[src/rtl/sdram_port_arbiter.sv]
// Shares one SDRAM controller channel between NUM_PORTS requesters.
// Define SDARB_ROUND_ROBIN_EN for round-robin arbitration (default: fixed priority).
module sdram_port_arbiter #(
    parameter int NUM_PORTS = 4,
    parameter int TIMEOUT   = 255
) (
    input  logic                    clk,
    input  logic                    reset_n,
    input  logic [NUM_PORTS-1:0]    p_req,
    input  logic [NUM_PORTS-1:0]    p_rnw,
    input  logic [NUM_PORTS*26-1:0] p_addr,
    input  logic [NUM_PORTS*32-1:0] p_din,
    output logic [31:0]             p_dout,
    output logic [NUM_PORTS-1:0]    p_ready,
    output logic [NUM_PORTS-1:0]    p_err,
    output logic                    mem_req,
    output logic                    mem_rnw,
    output logic [25:0]             mem_addr,
    output logic [31:0]             mem_din,
    input  logic [31:0]             mem_dout,
    input  logic                    mem_ready
);

    localparam int IW = (NUM_PORTS > 1) ? $clog2(NUM_PORTS) : 1;
    localparam int TW = (TIMEOUT > 0) ? $clog2(TIMEOUT + 2) : 1;

    typedef enum logic [1:0] {
        S_IDLE,
        S_ISSUE,
        S_WAIT,
        S_DONE
    } state_t;

    state_t          r_state;
    state_t          w_state_nxt;
    logic [IW-1:0]   r_grant;
    logic [TW-1:0]   r_timer;
    logic [TW-1:0]   w_timer_nxt;
    logic            r_err;
    logic            r_hold;
    logic            r_mem_rnw;
    logic [25:0]     r_mem_addr;
    logic [31:0]     r_mem_din;
    logic [31:0]     r_dout;
    logic            w_found;
    logic            w_go;
    logic            w_tmo;
    logic [IW-1:0]   w_win;
    logic [NUM_PORTS-1:0] w_sel;
`ifdef SDARB_ROUND_ROBIN_EN
    logic [IW-1:0]   r_rr;
`endif

    always_comb begin
        int j;
        w_found = 1'b0;
        w_win   = '0;
        j       = 0;
        for (int k = 0; k < NUM_PORTS; k++) begin
`ifdef SDARB_ROUND_ROBIN_EN
            j = int'(r_rr) + k;
            if (j >= NUM_PORTS) j = j - NUM_PORTS;
`else
            j = k;
`endif
            if (!w_found && p_req[j]) begin
                w_found = 1'b1;
                w_win   = IW'(j);
            end
        end
    end

    // The cycle after DONE arbitrates nothing, so a stale owner level never re-wins.
    assign w_go        = w_found && !r_hold;
    assign w_timer_nxt = r_timer + 1'b1;
    assign w_tmo       = (TIMEOUT != 0) && !mem_ready
                         && (w_timer_nxt == TW'(TIMEOUT));

    always_comb begin
        w_state_nxt = r_state;
        unique case (r_state)
            S_IDLE:  if (w_go) w_state_nxt = S_ISSUE;
            S_ISSUE: w_state_nxt = S_WAIT;
            S_WAIT:  if (mem_ready || w_tmo) w_state_nxt = S_DONE;
            S_DONE:  w_state_nxt = S_IDLE;
            default: w_state_nxt = S_IDLE;
        endcase
    end

    always_ff @(posedge clk or negedge reset_n) begin
        if (!reset_n) begin
            r_state    <= S_IDLE;
            r_grant    <= '0;
            r_timer    <= '0;
            r_err      <= 1'b0;
            r_hold     <= 1'b0;
            r_mem_rnw  <= 1'b0;
            r_mem_addr <= '0;
            r_mem_din  <= '0;
            r_dout     <= '0;
`ifdef SDARB_ROUND_ROBIN_EN
            r_rr       <= '0;
`endif
        end else begin
            r_state <= w_state_nxt;
            r_hold  <= (r_state == S_DONE);
            unique case (r_state)
                S_IDLE: begin
                    if (w_go) begin
                        r_grant    <= w_win;
                        r_err      <= 1'b0;
                        r_mem_rnw  <= p_rnw[w_win];
                        r_mem_addr <= p_addr[26*w_win +: 26];
                        r_mem_din  <= p_din[32*w_win +: 32];
                    end
                end
                S_ISSUE: r_timer <= '0;
                S_WAIT: begin
                    r_timer <= w_timer_nxt;
                    if (mem_ready) begin
                        if (r_mem_rnw) r_dout <= mem_dout;
                    end else if (w_tmo) begin
                        r_err  <= 1'b1;
                        r_dout <= '0;
                    end
                end
                S_DONE: begin
`ifdef SDARB_ROUND_ROBIN_EN
                    if (r_grant == IW'(NUM_PORTS - 1)) r_rr <= '0;
                    else r_rr <= r_grant + 1'b1;
`endif
                end
                default: ;
            endcase
        end
    end

    always_comb begin
        w_sel          = '0;
        w_sel[r_grant] = 1'b1;
    end

    assign mem_req  = (r_state == S_ISSUE);
    assign mem_rnw  = r_mem_rnw;
    assign mem_addr = r_mem_addr;
    assign mem_din  = r_mem_din;
    assign p_dout   = r_dout;
    assign p_ready  = (r_state == S_DONE) ? w_sel : '0;
    assign p_err    = p_ready & {NUM_PORTS{r_err}};

endmodule
[config.mk]
export PLATFORM = sky130hd
export DESIGN_NAME = sdram_port_arbiter
export DESIGN_NICKNAME = d
export VERILOG_FILES = /design/src/rtl/sdram_port_arbiter.sv
export SDC_FILE = /design/constraint.sdc
export NUM_CORES = 1
export LEC_CHECK = 0
export BUFFER_PORTS_ARGS = -buffer_cell sky130_fd_sc_hd__buf_2
export CORE_AREA = 5 5 144 146
export CTS_CLUSTER_SIZE = 25
export DETAILED_ROUTE_END_ITERATION = 8
export DIE_AREA = 0 0 149 151
export PLACE_DENSITY = 0.67
export SLEW_MARGIN = 15
export SYNTH_ARGS = -nofsm -noshare
export SYNTH_HDL_FRONTEND = slang
export SYNTH_SLANG_ARGS = --single-unit
[constraint.sdc]
create_clock -name clk -period 2 [get_ports clk]
set_clock_uncertainty 0.15 [all_clocks]
set_input_delay 0.4 -clock clk [delete_from_list [all_inputs] [get_ports clk]]
set_output_delay 0.4 -clock clk [all_outputs]
set_load 0.01 [all_outputs]
# After elaboration in Yosys (flattened, before gate mapping)
# Cells that the tools add are included.
dict set report word_totals {
  register_bits 106
  latchBits 0
  mem_bits_rw 0
  mem_bits_ro 0
  in_bits 275
  output_inout_bits 100
  elab_cells 69
  n_memories 0
}
dict set report op_classes {
  add_sub_neg 1
  multipliers 1
  div_mod_pow 0
  n_lt_le_gt_ge 3
  n_eq_ne 9
  shift 2
  muxes 23
  bitwise_logic 1
  reduce_logical 20
}
# operator n
set op_table {}
lappend op_table {{$shiftx 128x8->32} 1}
lappend op_table {{$shiftx 104x8->26} 1}
lappend op_table {{$mux 32} 3}
lappend op_table {{$pmux 9 s2} 1}
lappend op_table {{$mux 1} 10}
lappend op_table {{$add 9x1->9 const B} 1}
lappend op_table {{$eq 9x8->1 const B} 1}
lappend op_table {{$mux 2} 4}
lappend op_table {{$ne 2x2->1 const B} 4}
lappend op_table {{$pmux 2 s4} 1}
lappend op_table {{$logic_and 1x1->1} 6}
lappend op_table {{$lt 2x3->1 const B} 2}
lappend op_table {{$mul 4x2->6 const A} 1}
lappend op_table {{$reduce_bool 2->1} 3}
lappend op_table {{$logic_not 1->1} 5}
lappend op_table {{$and 4x4->4} 1}
lappend op_table {{$eq 2x2->1 const B} 2}
lappend op_table {{$mux 4} 1}
lappend op_table {{$reduce_and 2->1} 2}
lappend op_table {{$reduce_and 4->1} 1}
lappend op_table {{$reduce_and 3->1} 1}
lappend op_table {{$bmux 1 s2} 1}
lappend op_table {{$demux 1 s2} 1}
lappend op_table {{$eq 2x1->1 const B} 1}
lappend op_table {{other kinds (5)} 5}

# Depth between registers and ports, before layout
dict set report depth {
  depth_word 13
  mapped_depth 8
  depth_no_buf 7
}

# Worst setup path after synthesis
# OpenSTA, ideal clock, no wires.
dict set report synth_timing {
  path_kind {reg2reg}
  from {register r_timer[1]}
  to {register r_dout[10] (netlist: p_dout[10])}
  setup_ns 0.126
  t_arrival_ns 1.972
  t_required_ns 1.724
  path_slack_ns -0.248
  path_stages_with_launch 8
  path_buffers 1
  cell_sequence {dfrtp_1 ha_1 nand2_1 or3_4 a32oi_4 a21oi_4 buf_6 a221o_1}
}
dict set report synth_between {
  elab_chain_cells 5
}
# element line
set synth_rtl {}
lappend synth_rtl {{start, declared} 37} ;# logic [TW-1:0] r_timer;
lappend synth_rtl {{start signal, assigned} 119} ;# r_timer <= w_timer_nxt;
lappend synth_rtl {{$add 9x1->9} 75} ;# assign w_timer_nxt = r_timer + 1'b1;
lappend synth_rtl {{$eq 9x8->1} 77} ;# && (w_timer_nxt == TW'(TIMEOUT));
lappend synth_rtl {{$logic_and 1x1->1} 77}
lappend synth_rtl {{$reduce_bool 2->1 (no source line)} -}
lappend synth_rtl {{$reduce_and 3->1 (no source line)} -}
lappend synth_rtl {{end signal, assigned} 121} ;# if (r_mem_rnw) r_dout <= mem_dout;
lappend synth_rtl {{end, declared} 44} ;# logic [31:0] r_dout;
# No other way between the ends.
# A chain may end at the register's enable or synchronous reset.

# Final worst setup path
dict set report layout_timing {
  from {register r_timer[1]}
  to {register r_dout[12] (netlist: p_dout[12])}
}
# The elaborated chain is that of the path after synthesis.

==> metrics.txt <==
outcome=finished, violations left; failing checks=negative setup slack; Starting DRT DRC Count=between 200 and 250; CP max FO=8; fill cell count=around 1,800; row cnt=51; Tmin final=~2200 ps; number of global-route vias before repair=~6,700; Ports=375; routed vias=6,529; DRT Pass-1 Iters=5; Hold Crit Start=mem_dout[16]; Synth Flop Type=dfrtp_1; P_leak=between 4 and 5 nW; WL/cell=17.0 um; grt met2 use=33.1%; CP peak stage delay=420 ps; Initial Util=between 30% and 40%; met1 usage=about a quarter; DPL Wire Length=17.8 mm; # setup viols final=32; FF-to-FF Start=r_timer[1]$_DFFE_PN0P_; async set-reset flop share out of synthesis=100%; die footprint=22,500 um^2; Mapped Cells=660; Max VDD drop=0.638 mV; Mean Syn Cell Area=9.88 um^2; slowest CP cell=dfrtp_2; Die Width=149 um; most common cell after layout, fill and taps aside=buf_2; final hold vios=0; Worst R2R Path Depth=7; gr ovfl total=0; Routed WL=22.6 mm; f_max=456 MHz; GPL Wtd Cong=just under 1; r2r endpoint=p_dout[12]$_DFFE_PN0P_; clk sink count=~110; IO Port Bufs=374; syn nets=941; Area Overhead vs Synth=45.5%; Slew Limit Fails=0; Worst Path Arrival=2270 ps; Clock transition at path regs=80 ps; synth warn=0; mapped cell area=6520 um^2; cell area after layout=9490 um^2; Residual DRC=0; CTS Root Cell=clkbuf_16; worst hold slack=~230 ps; power per cell area=approximately 1200 nW/um^2; crit path capture type=flop; slew margin rel.=70.9%; GRT Total Usage=19.5%; Cells on Worst Hold Path=4; commonest non-fill, non-tap cells in the layout=buf_2 (372), nand2_1 (218), dfrtp_1 (103); Final period util=110%; busiest grt layer=met2; Yosys reg bits=106; DRT antenna net count=0; CP Cell Sequence=ha_4 -> nand2_2 -> or3_4 -> a32oi_4 -> a21oi_4 -> buf_12 -> a221o_1; Core ar.=19,300 um^2; M3 GR Usage=5.63%; fin nets=between 1,000 and 1,500; fin util=~49%; initial antenna violation count=4; synth unique cells=48; Place WS=-287 ps; layout cells sized above 1=50.9%; WP buf/inv=1; Post-DP Area=8950 um^2; Tightest Pin Transition=approximately 440 ps; Top Family by Delay on Critical Path=compound AO/OA/AOI/OAI gates; Vias per Instance=4.91; largest net degree at the start of global routing=62; Die H=between 150 and 200 um; crit path kind=flop to flop; H-tree depth=3; setup slack after layout=-195 ps; first-pass GRT wire length=34.9 mm; worst hold endpoint=p_dout[16]$_DFFE_PN0P_; Worst R2R Setup Slack=-200 ps; WP data required=~2100 ps; clk_lat worst skew=350 ps; RSZ-0062 raised after global routing=yes; Longest Clk Path Bufs=2; CTS buffer count=9; Worst setup SP type=flop; EDFF count, synth=0; sequential area share after synthesis=40.7%; min-delay worst type=input port to flop; Max Cap Viol=0; CTS tree=yes
-- cell usage after synthesis (5+ instances only) --
cell | number | area (um^2)
nand2_1 | 221 | 830
dfrtp_1 | 106 | 2650
mux4_2 | 59 | 1330
inv_1 | 45 | 169
nor2_1 | 40 | 150
o21ai_0 | 39 | 195
a221o_1 | 30 | 300
clkbuf_1 | 24 | 90.1
buf_2 | 6 | 30.0
ha_1 | 6 | 75.1
a21oi_1 | 5 | 25.0
buf_6 | 5 | 56.3
o22ai_1 | 5 | 31.3
-- layer usage --
layer,up-vias,wire [um]
met3,30,1700
met4,0,498
li1,3093,-
met1,3133,8890
met5,-,0
met2,273,11500
-- worst max path at each step --
| stage | slack [ps] | end | depth (start not counted) | startpoint |
|---|---|---|---|---|
| floorplan | -210 | p_dout[10]$_DFFE_PN0P_ | 7 | r_timer[0]$_DFFE_PN0P_ |
| global placement | -230 | p_dout[21]$_DFFE_PN0P_ | 7 | r_timer[1]$_DFFE_PN0P_ |
| detailed placement | -290 | p_dout[25]$_DFFE_PN0P_ | 7 | r_timer[1]$_DFFE_PN0P_ |
| CTS | -220 | p_dout[7]$_DFFE_PN0P_ | 7 | r_timer[0]$_DFFE_PN0P_ |
| global route | -270 | p_dout[21]$_DFFE_PN0P_ | 7 | r_timer[1]$_DFFE_PN0P_ |
| finish | -200 | p_dout[12]$_DFFE_PN0P_ | 7 | r_timer[1]$_DFFE_PN0P_ |
-- registers in the layout, summed over array words and instances (netlist names) --
signal    flops
mem_addr     26
mem_din      32
mem_rnw       1
p_dout       32
r_err         1
r_grant       2
r_hold        1
r_state       2
r_timer       9
-- metrics by stage --
step / TNS [ps] / std cells / power (mW)
finish: -5320 / 1330 / 11.3
global route: -7710 / 1330 / 12.2
CTS: -6330 / 1322 / 11.4
detailed placement: -10860 / 1299 / 9.37
global placement: -8460 / 1299 / 9.20
floorplan: -6500 / 660 / 7.10
-- final cells by class --
class                           instances  area, um^2  area share [%]
Sequential cell                       106        2660            28.0
Clock inverter                          6        73.8           0.778
Tap cell                              265         332            3.50
Inverter                               45         169            1.78
Clock buffer                           10         229            2.41
Timing Repair Buffer                  433        2500            26.4
Multi-Input combinational cell        461        3520            37.1
Antenna cell                            4        10.0           0.106
-- cells by family after synthesis --
group | Yosys count | synth area share [%]
DFF | 106 | 40.7
adders and majority gates | 6 | 1.15
buffers and inverters | 93 | 7.27
AOI/OAI and AO/OA | 95 | 11.0
muxes | 64 | 21.2
and+or+nand+nor | 296 | 18.7
-- worst register-to-register path, stage by stage (launching register included) --
cell     delay (ps)
dfrtp_2         420
ha_4            180
nand2_2          60
or3_4           370
a32oi_4         230
a21oi_4         170
buf_12          180
a221o_1         320
-- power breakdown --
group	switching, mW	internal, mW	leakage, nW
sequential	0.668	3.11	1.24
combinational	3.19	2.45	3.42
clock	0.857	0.989	0.141
-- timing repair --
item / in CTS / in global routing
endpoints found under the setup margin: 41 / 41
pin swaps: 6 / 8
buffers inserted: 5 / 4
cloned: 1 / 0
hold buffers: 1 / 0
resized for setup: 11 / 20
endpoints found under the hold margin: 27 / 0
Note: power is estimated with default switching activity, not from simulation.
